**config.mk**
```make
export PLATFORM = sky130hd
export DESIGN_NAME = decode_stage
export DESIGN_NICKNAME = d
export VERILOG_FILES = /design/src/rtl/rv_pkg.sv /design/src/rtl/regfile.sv /design/src/rtl/decode_stage.sv
export SDC_FILE = /design/constraint.sdc
export NUM_CORES = 2
export LEC_CHECK = 0
export BUFFER_PORTS_ARGS = -buffer_cell sky130_fd_sc_hd__buf_4
export CAP_MARGIN = 40
export CELL_PAD_IN_SITES_DETAIL_PLACEMENT = 1
export CELL_PAD_IN_SITES_GLOBAL_PLACEMENT = 2
export CORE_MARGIN = 1.5
export CORE_UTILIZATION = 40
export CTS_CLUSTER_DIAMETER = 200
export DETAILED_ROUTE_END_ITERATION = 7
export PLACE_DENSITY_LB_ADDON = 0.1
export SYNTH_ARGS = -nofsm -noshare
export SYNTH_HDL_FRONTEND = slang
export SYNTH_SLANG_ARGS = --single-unit
```
**constraint.sdc**
```tcl
create_clock -name clk -period 55.2 [get_ports clk]
set_input_delay 11.04 -clock clk [delete_from_list [all_inputs] [get_ports clk]]
set_output_delay 11.04 -clock clk [all_outputs]
set_load 0.01 [all_outputs]
```
**src/rtl/rv_pkg.sv**
```systemverilog
// Shared RV32I decode definitions for the mini-rv pipeline: opcodes, ALU ops, control bundle.
package rv_pkg;

  localparam logic [6:0] OP     = 7'b0110011;
  localparam logic [6:0] OP_IMM = 7'b0010011;
  localparam logic [6:0] LOAD   = 7'b0000011;
  localparam logic [6:0] STORE  = 7'b0100011;
  localparam logic [6:0] BRANCH = 7'b1100011;
  localparam logic [6:0] JAL    = 7'b1101111;
  localparam logic [6:0] JALR   = 7'b1100111;
  localparam logic [6:0] LUI    = 7'b0110111;
  localparam logic [6:0] AUIPC  = 7'b0010111;

  localparam logic [31:0] NOP_INSTR = 32'h0000_0013;

  typedef enum logic [3:0] {
    ALU_ADD  = 4'd0,
    ALU_SUB  = 4'd1,
    ALU_SLL  = 4'd2,
    ALU_SLT  = 4'd3,
    ALU_SLTU = 4'd4,
    ALU_XOR  = 4'd5,
    ALU_SRL  = 4'd6,
    ALU_SRA  = 4'd7,
    ALU_OR   = 4'd8,
    ALU_AND  = 4'd9,
    ALU_LUI  = 4'd10
  } alu_op_e;

  typedef struct packed {
    logic       reg_write;
    logic       mem_read;
    logic       mem_write;
    logic       branch;
    logic       jump;
    logic       alu_src_imm;
    logic [2:0] funct3;
  } ctrl_t;

  // alt selects SUB/SRA; the caller only raises it where that encoding exists
  function automatic alu_op_e alu_op_from_funct(input logic [2:0] funct3, input logic alt);
    alu_op_e op;
    case (funct3)
      3'b000:  op = alt ? ALU_SUB : ALU_ADD;
      3'b001:  op = ALU_SLL;
      3'b010:  op = ALU_SLT;
      3'b011:  op = ALU_SLTU;
      3'b100:  op = ALU_XOR;
      3'b101:  op = alt ? ALU_SRA : ALU_SRL;
      3'b110:  op = ALU_OR;
      3'b111:  op = ALU_AND;
      default: op = ALU_ADD;
    endcase
    return op;
  endfunction

endpackage

```
**src/rtl/regfile.sv**
```systemverilog
// 32x32 register file: two asynchronous read ports, one synchronous write port, write-first bypass.
module regfile
  import rv_pkg::*;
(
  input  logic        clk,
  input  logic        rst,
  input  logic        we,
  input  logic [4:0]  waddr,
  input  logic [31:0] wdata,
  input  logic [4:0]  raddr1,
  input  logic [4:0]  raddr2,
  output logic [31:0] rdata1,
  output logic [31:0] rdata2
);

  logic [31:0] regs_r [32];

  // Register storage; entry 0 is never written so x0 stays zero
  always_ff @(posedge clk or posedge rst) begin
    if (rst) begin
      for (int i = 0; i < 32; i++) begin
        regs_r[i] <= 32'd0;
      end
    end else if (we && (waddr != 5'd0)) begin
      regs_r[waddr] <= wdata;
    end
  end

  // Read port 1 with same-cycle writeback bypass
  always_comb begin
    if (raddr1 == 5'd0) begin
      rdata1 = 32'd0;
    end else if (we && (waddr == raddr1)) begin
      rdata1 = wdata;
    end else begin
      rdata1 = regs_r[raddr1];
    end
  end

  // Read port 2 with same-cycle writeback bypass
  always_comb begin
    if (raddr2 == 5'd0) begin
      rdata2 = 32'd0;
    end else if (we && (waddr == raddr2)) begin
      rdata2 = wdata;
    end else begin
      rdata2 = regs_r[raddr2];
    end
  end

endmodule

```
**src/rtl/decode_stage.sv**
```systemverilog
// ID stage of the mini-rv pipeline: RV32I decode, register read, load-use stall, branch squash.
// Define ID_ILLEGAL_CHECK_EN to flag unsupported encodings on id_ex_illegal.
module decode_stage
  import rv_pkg::*;
#(
  parameter int unsigned SQUASH_CYCLES = 1,
  parameter logic [31:0] RESET_PC      = 32'h0000_0000
) (
  input  logic        clk,
  input  logic        rst,
  input  logic [31:0] if_id_instr_data,
  input  logic [31:0] if_id_pc,
  input  logic        ex_if_branch_taken,
  output logic        id_if_stall,
  input  logic        wb_id_we,
  input  logic [4:0]  wb_id_rd,
  input  logic [31:0] wb_id_data,
  output logic        id_ex_valid,
  output logic [31:0] id_ex_pc,
  output logic [31:0] id_ex_rs1_data,
  output logic [31:0] id_ex_rs2_data,
  output logic [4:0]  id_ex_rs1,
  output logic [4:0]  id_ex_rs2,
  output logic [4:0]  id_ex_rd,
  output logic [31:0] id_ex_imm,
  output alu_op_e     id_ex_alu_op,
  output ctrl_t       id_ex_ctrl,
  output logic        id_ex_illegal
);

  localparam logic [1:0] SQUASH_LOAD = 2'(SQUASH_CYCLES);

  logic [31:0] instr_s;
  logic [6:0]  opcode_s;
  logic [2:0]  funct3_s;
  logic [4:0]  rs1_s, rs2_s, rd_s;
  logic [31:0] imm_i_s, imm_s_s, imm_b_s, imm_u_s, imm_j_s;
  logic [31:0] imm_sel_s;
  logic [31:0] rs1_data_s, rs2_data_s;
  alu_op_e     alu_op_s;
  ctrl_t       ctrl_s, ctrl_fin_s;
  logic        use_rs1_s, use_rs2_s;
  logic        illegal_s;
  logic        hazard_s, bubble_s;
  logic [1:0]  squash_cnt_r;

  assign instr_s  = if_id_instr_data;
  assign opcode_s = instr_s[6:0];
  assign funct3_s = instr_s[14:12];
  assign rs1_s    = instr_s[19:15];
  assign rs2_s    = instr_s[24:20];
  assign rd_s     = instr_s[11:7];

  assign imm_i_s = {{20{instr_s[31]}}, instr_s[31:20]};
  assign imm_s_s = {{20{instr_s[31]}}, instr_s[31:25], instr_s[11:7]};
  assign imm_b_s = {{19{instr_s[31]}}, instr_s[31], instr_s[7], instr_s[30:25], instr_s[11:8], 1'b0};
  assign imm_u_s = {instr_s[31:12], 12'd0};
  assign imm_j_s = {{11{instr_s[31]}}, instr_s[31], instr_s[19:12], instr_s[20], instr_s[30:21], 1'b0};

  // Main opcode decode: control bundle, ALU op, immediate format and operand usage
  always_comb begin
    ctrl_s        = '0;
    ctrl_s.funct3 = funct3_s;
    alu_op_s      = ALU_ADD;
    imm_sel_s     = 32'd0;
    use_rs1_s     = 1'b0;
    use_rs2_s     = 1'b0;
    case (opcode_s)
      OP: begin
        ctrl_s.reg_write = 1'b1;
        use_rs1_s        = 1'b1;
        use_rs2_s        = 1'b1;
        alu_op_s         = alu_op_from_funct(funct3_s, instr_s[30]);
      end
      OP_IMM: begin
        ctrl_s.reg_write   = 1'b1;
        ctrl_s.alu_src_imm = 1'b1;
        use_rs1_s          = 1'b1;
        imm_sel_s          = imm_i_s;
        alu_op_s           = alu_op_from_funct(funct3_s, instr_s[30] && (funct3_s == 3'b101));
      end
      LOAD: begin
        ctrl_s.reg_write   = 1'b1;
        ctrl_s.mem_read    = 1'b1;
        ctrl_s.alu_src_imm = 1'b1;
        use_rs1_s          = 1'b1;
        imm_sel_s          = imm_i_s;
      end
      STORE: begin
        ctrl_s.mem_write   = 1'b1;
        ctrl_s.alu_src_imm = 1'b1;
        use_rs1_s          = 1'b1;
        use_rs2_s          = 1'b1;
        imm_sel_s          = imm_s_s;
      end
      BRANCH: begin
        ctrl_s.branch = 1'b1;
        use_rs1_s     = 1'b1;
        use_rs2_s     = 1'b1;
        imm_sel_s     = imm_b_s;
        alu_op_s      = ALU_SUB;
      end
      JAL: begin
        ctrl_s.reg_write = 1'b1;
        ctrl_s.jump      = 1'b1;
        imm_sel_s        = imm_j_s;
      end
      JALR: begin
        ctrl_s.reg_write   = 1'b1;
        ctrl_s.jump        = 1'b1;
        ctrl_s.alu_src_imm = 1'b1;
        use_rs1_s          = 1'b1;
        imm_sel_s          = imm_i_s;
      end
      LUI: begin
        ctrl_s.reg_write   = 1'b1;
        ctrl_s.alu_src_imm = 1'b1;
        imm_sel_s          = imm_u_s;
        alu_op_s           = ALU_LUI;
      end
      AUIPC: begin
        ctrl_s.reg_write   = 1'b1;
        ctrl_s.alu_src_imm = 1'b1;
        imm_sel_s          = imm_u_s;
      end
      default: begin
        ctrl_s = '0;
      end
    endcase
  end

`ifdef ID_ILLEGAL_CHECK_EN
  // Flag unknown opcodes and shift/funct7 encodings outside RV32I
  always_comb begin
    illegal_s = 1'b0;
    case (opcode_s)
      OP:      illegal_s = ((instr_s[31:25] != 7'b0000000) && (instr_s[31:25] != 7'b0100000)) ||
                           ((instr_s[31:25] == 7'b0100000) && (funct3_s != 3'b000) && (funct3_s != 3'b101));
      OP_IMM:  illegal_s = ((funct3_s == 3'b001) && (instr_s[31:25] != 7'b0000000)) ||
                           ((funct3_s == 3'b101) && (instr_s[31:25] != 7'b0000000) && (instr_s[31:25] != 7'b0100000));
      LOAD, STORE, BRANCH, JAL, JALR, LUI, AUIPC: illegal_s = 1'b0;
      default: illegal_s = 1'b1;
    endcase
  end
`else
  assign illegal_s = 1'b0;
`endif

  // An illegal instruction travels down the pipe but must not have side effects
  always_comb begin
    ctrl_fin_s = ctrl_s;
    if (illegal_s) begin
      ctrl_fin_s.reg_write = 1'b0;
      ctrl_fin_s.mem_read  = 1'b0;
      ctrl_fin_s.mem_write = 1'b0;
      ctrl_fin_s.branch    = 1'b0;
      ctrl_fin_s.jump      = 1'b0;
    end else begin
      ctrl_fin_s = ctrl_s;
    end
  end

  assign hazard_s = id_ex_valid && id_ex_ctrl.mem_read && (id_ex_rd != 5'd0) &&
                    ((use_rs1_s && (id_ex_rd == rs1_s)) || (use_rs2_s && (id_ex_rd == rs2_s)));

  assign id_if_stall = hazard_s && !ex_if_branch_taken;
  assign bubble_s    = ex_if_branch_taken || (squash_cnt_r != 2'd0) || hazard_s;

  regfile u_regfile (
    .clk    (clk),
    .rst    (rst),
    .we     (wb_id_we),
    .waddr  (wb_id_rd),
    .wdata  (wb_id_data),
    .raddr1 (rs1_s),
    .raddr2 (rs2_s),
    .rdata1 (rs1_data_s),
    .rdata2 (rs2_data_s)
  );

  // Wrong-path squash counter; a new taken branch reloads it, otherwise it drains to zero
  always_ff @(posedge clk or posedge rst) begin
    if (rst) begin
      squash_cnt_r <= 2'd0;
    end else if (ex_if_branch_taken) begin
      squash_cnt_r <= SQUASH_LOAD;
    end else if (squash_cnt_r != 2'd0) begin
      squash_cnt_r <= squash_cnt_r - 2'd1;
    end
  end

  // ID/EX pipeline register; bubbles clear valid, control and the illegal flag
  always_ff @(posedge clk or posedge rst) begin
    if (rst) begin
      id_ex_valid    <= 1'b0;
      id_ex_pc       <= RESET_PC;
      id_ex_rs1_data <= 32'd0;
      id_ex_rs2_data <= 32'd0;
      id_ex_rs1      <= 5'd0;
      id_ex_rs2      <= 5'd0;
      id_ex_rd       <= 5'd0;
      id_ex_imm      <= 32'd0;
      id_ex_alu_op   <= ALU_ADD;
      id_ex_ctrl     <= '0;
      id_ex_illegal  <= 1'b0;
    end else begin
      id_ex_pc       <= if_id_pc;
      id_ex_rs1_data <= rs1_data_s;
      id_ex_rs2_data <= rs2_data_s;
      id_ex_rs1      <= use_rs1_s ? rs1_s : 5'd0;
      id_ex_rs2      <= use_rs2_s ? rs2_s : 5'd0;
      id_ex_rd       <= ctrl_fin_s.reg_write ? rd_s : 5'd0;
      id_ex_imm      <= imm_sel_s;
      id_ex_alu_op   <= alu_op_s;
      if (bubble_s) begin
        id_ex_valid   <= 1'b0;
        id_ex_ctrl    <= '0;
        id_ex_illegal <= 1'b0;
      end else begin
        id_ex_valid   <= 1'b1;
        id_ex_ctrl    <= ctrl_fin_s;
        id_ex_illegal <= illegal_s;
      end
    end
  end

endmodule

```
# After elaboration in Yosys (flattened, before gate mapping)
# Index checks and enable logic that the tools add are counted.
# Widths: inputs -> output; s select.
[classes]
reduce_logical = 30
shift = 0
mux = 37
n_mul = 0
div_mod_pow = 0
addsub = 1
eq_ne = 20
bitwise_logic = 3
n_lt_le_gt_ge = 4
[ops]
columns = ["cell", "count"]
rows = [
  ["$bwmux 1024", 1],
  ["$bmux 32 s5", 2],
  ["$mux 32", 9],
  ["$demux 32 s5", 1],
  ["$pmux 32 s5", 1],
  ["$pmux 4 s8", 2],
  ["$eq 7x6->1 const B", 3],
  ["$eq 7x7->1 const B", 3],
  ["$eq 5x5->1", 4],
  ["$ge 6x6->1 const B", 3],
  ["$not 5->6", 3],
  ["$pmux 4 s4", 1],
  ["$mux 5", 3],
  ["$eq 7x5->1 const B", 2],
  ["$mux 1", 13],
  ["$eq 3x3->1 const B", 4],
  ["$reduce_or 6->1", 2],
  ["$logic_and 1x1->1", 11],
  ["$logic_not 5->1", 2],
  ["$reduce_bool 5->1", 2],
  ["$mux 9", 1],
  ["$reduce_or 9->1", 1],
  ["$eq 7x2->1 const B", 1],
  ["$reduce_or 7->1", 1],
  ["other kinds (12)", 19],
]
[totals]
reg_bits = 1183
wordCells = 144
inputBits = 105
out_inout_bits = 159
rom_bits = 0
latch_bits = 0
ram_bits = 0
mem_count = 0

# Longest topological paths before layout
[depth]
word_depth = 8
depth_mapped = 10
depth_no_buf = 5

# Cells and area by module
# From an unflattened synthesis, not the netlist that was laid out.
[unflattened]
hier_cells = 4120
hier_area_um2 = 60151.4
[by_module_without_submodules]
columns = ["module", "area_each_um2", "seq_area_each_um2", "cells_each", "instances"]
rows = [
  ["regfile", 55031.5, 25624.6, 3797, 1],
  ["decode_stage", 5119.9, 3978.8, 323, 1],
]

# Worst setup path before layout
# No wires, ideal clock.
[synth_path]
kind = "in2out"
start = "input port if_id_instr_data[15]"
end = "output port id_if_stall"
stages = 9
path_slack_ns = 31.830
required_time_ns = 44.160
t_arrival_ns = 12.330
n_path_buf = 4
path_cell_list = "buf_6 -> buf_6 -> buf_6 -> buf_2 -> xnor2_1 -> nand3_1 -> o22ai_1 -> nand3_1 -> nor2_1"
[synth_via]
elab_chain_len = 5
[synth_lines]
columns = ["element", "line_no", "source"]
rows = [
  ["from (decl)", "decode_stage.sv:11", "input logic [31:0] if_id_instr_data,"],
  ["$eq 5x5->1", "decode_stage.sv:164", "((use_rs1_s && (id_ex_rd == rs1_s)) || (use_rs2_s && (id_ex_rd == rs2_s)));"],
  ["$logic_and 1x1->1", "decode_stage.sv:164", ""],
  ["$logic_or 1x1->1", "decode_stage.sv:164", ""],
  ["$logic_and 1x1->1", "decode_stage.sv:163", "assign hazard_s = id_ex_valid && id_ex_ctrl.mem_read && (id_ex_rd != 5'd0) &&"],
  ["$logic_and 1x1->1", "decode_stage.sv:166", "assign id_if_stall = hazard_s && !ex_if_branch_taken;"],
  ["to (decl)", "decode_stage.sv:14", "output logic id_if_stall,"],
]
# No other way between the ends.

# Final worst setup path
[layout_path]
start = "input port if_id_instr_data[4]"
end = "output port id_if_stall"
[layout_via]
elab_chain_len = 7
word_cells_on_any_way = 15
cone_classes = "eq/ne (6); mux (2); reduce/logical (7)"
[layout_lines]
columns = ["element", "line_no", "source"]
rows = [
  ["$eq 7x7->1, or another cell as far along", "decode_stage.sv:68", "case (opcode_s)"],
  ["$reduce_or 6->1 (no line) / $reduce_or 3->1 (equally long branches)", "-", ""],
  ["$mux 1", "decode_stage.sv:68", ""],
  ["$logic_and 1x1->1", "decode_stage.sv:164", ""],
  ["$logic_or 1x1->1 (*)", "decode_stage.sv:164", ""],
  ["$logic_and 1x1->1 (*)", "decode_stage.sv:163", ""],
  ["$logic_and 1x1->1 (*)", "decode_stage.sv:166", ""],
]
# Every way passes the cells marked *; elsewhere a longest branch is shown, timed or not.

==> results.sh <==
export IMPL_status="finished clean"
export IMPL_final_layout_size_suffix_gt1_frac=0.468
export IMPL_vias=38800
export IMPL_cts_buffers=143
export IMPL_fill_cells=14400
export IMPL_synth_edf_count=0
export IMPL_rows=141
export IMPL_syn_area_um2=59900
export IMPL_antenna_left=0
export IMPL_tns_ns=0
export IMPL_seqCellArea_um2=29600
export IMPL_worstPathArrival_ns=12.71
export IMPL_cts_tree="done"
export IMPL_pwr_share_comb=0.186
export IMPL_nNetsFinal=4339
export IMPL_drcViolationCount=0
export IMPL_netSwitchingPower_mw=0.703
export IMPL_cp_required_ns=44.16
export IMPL_grt_pass1_wl_mm=311
export IMPL_dieArea_um2=152000
export IMPL_critPathLaunchType="primary input"
export IMPL_pwr_share_clk=0.379
export IMPL_grt_total_usage=0.283
export IMPL_cts_setup_buffers=0
export IMPL_final_util=0.467
export IMPL_cp_startpoint="if_id_instr_data[4]"
export IMPL_root_buffer="clkbuf_16"
export IMPL_p_sw_frac=0.270
export IMPL_finalMaxSlewViolations=0
export IMPL_clockBufferDepth=3
export IMPL_syn2layout_area_growth_pct=15.5
export IMPL_fin_crit_sh=0.430
export IMPL_min_path_type="register to register"
export IMPL_core_um2=148000
export IMPL_async_flop_share=1.00
export IMPL_setup_ws_ns=31.45
export IMPL_finalCriticalPeriod_ns=23.75
export IMPL_internal_power_mw=1.90
export IMPL_first_global_vias=41400
export IMPL_pre_cts_ws_ns=31.43
export IMPL_final_setup_viol_count=0
export IMPL_ctsHoldBuffers=0
export IMPL_slew_headroom=0.279
export IMPL_io_buffers=262
export IMPL_p_leak_nw=31.2
export IMPL_power_density_nw_per_um2=37.7
export IMPL_clock_sinks=1183
export IMPL_r2r_start="id_ex_rd[0]"
export IMPL_dieHeight_um=390
export IMPL_drt_initial_drc_count=2902
export IMPL_critPathKind="primary input to primary output"
export IMPL_skew_ns=0.0194
export IMPL_crit_slowest_cell="o21bai_1"
export IMPL_multi_input_area_um2=28700
export IMPL_wl_per_cell_um=33.9
export IMPL_ir_worst_vdd_v=0.0000228
export IMPL_dr_pass1_iters=5
export IMPL_syn_nets=4267
export IMPL_cts_htree_levels=4
export IMPL_cp_end_kind="primary output"
export IMPL_synth_seq_cells=1183
export IMPL_viasPerCell=6.18
export IMPL_cp_max_fo=10
export IMPL_worstSkewPairLatency_ns=0.78
export IMPL_grt_setup_unrepaired="no"
export IMPL_ys_seq_area_frac=0.494
export IMPL_tightest_slew_ns=1.08
export IMPL_min_delay_start="u_regfile.regs_r[1020]"
export IMPL_path_clk_slew_ns=0.05
export IMPL_postSynthCellCount=4161
export IMPL_synth_most_common_cell="dfrtp_1"
export IMPL_grt_overflow=0
export IMPL_gp_congestion=0.773
export IMPL_hpwl_mm=127
export IMPL_grt_max_degree=174
export IMPL_path_cells="buf_4 -> and4b_1 -> nand3_1 -> o21bai_1 -> nand3_1 -> nor2_1 -> buf_4"
export IMPL_drt_wl_total_mm=213
export IMPL_synth_common_cells="dfrtp_1, mux2_2, mux4_2"
export IMPL_ys_types=57
export IMPL_antenna_found_initial=11
export IMPL_yosysTopAreaCell="dfrtp_1"
export IMPL_ios=264
export IMPL_seq_power_share=0.436
export IMPL_cts_resized=0
export IMPL_synth_flop_cell="dfrtp_1"
export IMPL_crit_path_max_incr_delay_ns=0.65
export IMPL_synth_area_top_cells="dfrtp_1, mux2_2, mux4_2"
export IMPL_die_x_um=390
export IMPL_hold_viol=0
export IMPL_start_util=0.404
export IMPL_fmax_ghz=0.0421
export IMPL_max_cap_violations=0
export IMPL_yosysTopAreaCellShare=0.494
export IMPL_ys_warn_count=0
export IMPL_synth_area_per_cell_um2=14.4
## per-stage QoR
step | std cells | hold WS [ns] | power [mW] | cell area [µm²]
global route | 6269 | 0.405 | 2.72 | 69200
global placement | 5981 | 0.380 | 1.61 | 63500
CTS | 6268 | 0.399 | 2.63 | 69200
finish | 6272 | 0.398 | 2.60 | 69200
floorplan | 4161 | 0.445 | 1.47 | 59900
detailed placement | 6017 | 0.386 | 1.63 | 64200
## critical path, delay by kind of cell
family,cells,cell delay [ns]
AND/OR/NAND/NOR,4,0.74
AO/OA/AOI/OAI,1,0.65
buffers and inverters,2,0.28
## layout by cell type (no fill, tap or decap), types with 5 or more instances in the layout
cell type	netlist	final
and2_1	21	19
nand2_4	0	11
clkinv_2	0	20
nand3_1	16	12
clkbuf_16	0	151
xnor2_1	16	16
inv_6	0	5
mux2_1	31	31
and3_1	8	8
nor2b_1	50	46
nand2b_1	21	19
o211ai_1	7	7
o21ai_0	34	34
bufinv_16	0	12
o221ai_1	14	14
a22oi_1	198	198
o22ai_1	12	12
nor2_4	0	14
a21o_1	20	20
mux2_2	983	983
a211o_1	32	32
mux2i_1	316	316
buf_4	10	337
buf_12	0	23
clkbuf_8	0	37
nor3_1	23	22
a22o_1	21	21
buf_16	0	15
inv_1	8	7
mux4_2	384	384
nor2_1	32	18
o41ai_1	15	14
dfrtp_1	1183	1183
buf_8	0	5
clkbuf_1	273	23
nand2_1	85	74
a21oi_1	119	119
a221o_1	15	15
## layout make-up
| class | count | share of cell area |
|---|---|---|
| timing repair buffer | 384 | 0.0507 |
| inverter | 10 | 0.000669 |
| multi-input combinational | 2511 | 0.415 |
| tap | 1930 | 0.0349 |
| sequential | 1183 | 0.428 |
| clock inverter | 40 | 0.00767 |
| antenna | 3 | 0.000109 |
| clock buffer | 211 | 0.0632 |
## power groups by stage
stage | sequential [mW] | combinational (mW) | clock [mW]
2_1_floorplan | 1.12 | 0.355 | 0
3_3_place_gp | 1.14 | 0.473 | 0
3_5_place_dp | 1.15 | 0.485 | 0
4_1_cts | 1.13 | 0.488 | 1.01
5_1_grt | 1.16 | 0.520 | 1.04
6_report | 1.13 | 0.483 | 0.987
## final timing paths
check | endpoint | slack (ns) | cells after the start
max | id_if_stall | 31.45 | 7
min | u_regfile.regs_r[1020] | 0.40 | 0
max reg2reg | id_ex_ctrl[7] | 52.80 | 4
min reg2reg | u_regfile.regs_r[1020] | 0.40 | 0
max in group asynchronous | id_ex_ctrl[3] | 42.00 | 6
min in group asynchronous | u_regfile.regs_r[996] | 10.40 | 2
## registers in the layout (all words and copies together) (netlist names), 9 cells and up
register	flops
id_ex_ctrl	9
id_ex_imm	32
id_ex_pc	32
id_ex_rs1_data	32
id_ex_rs2_data	32
u_regfile.regs_r	1024
## cell families after synthesis
kind of cell / synth area share
AND/OR/NAND/NOR: 0.0242
multiplexers: 0.388
AO/OA/AOI/OAI: 0.0583
XOR/XNOR: 0.00249
adder cells (fa/ha/maj): 0.000209
flip-flops: 0.494
buffers and inverters: 0.0325
other: 0.0000626
## routing by layer
metal	vias to the layer above	GRT usage	part of all wire
li1	16000	-	-
met1	21500	0.409	0.46
met2	1020	0.447	0.47
met3	266	0.0421	0.047
met4	8	0.0709	0.023
met5	-	0	0.00025
No activity file was read; power rests on OpenSTA's default activity.
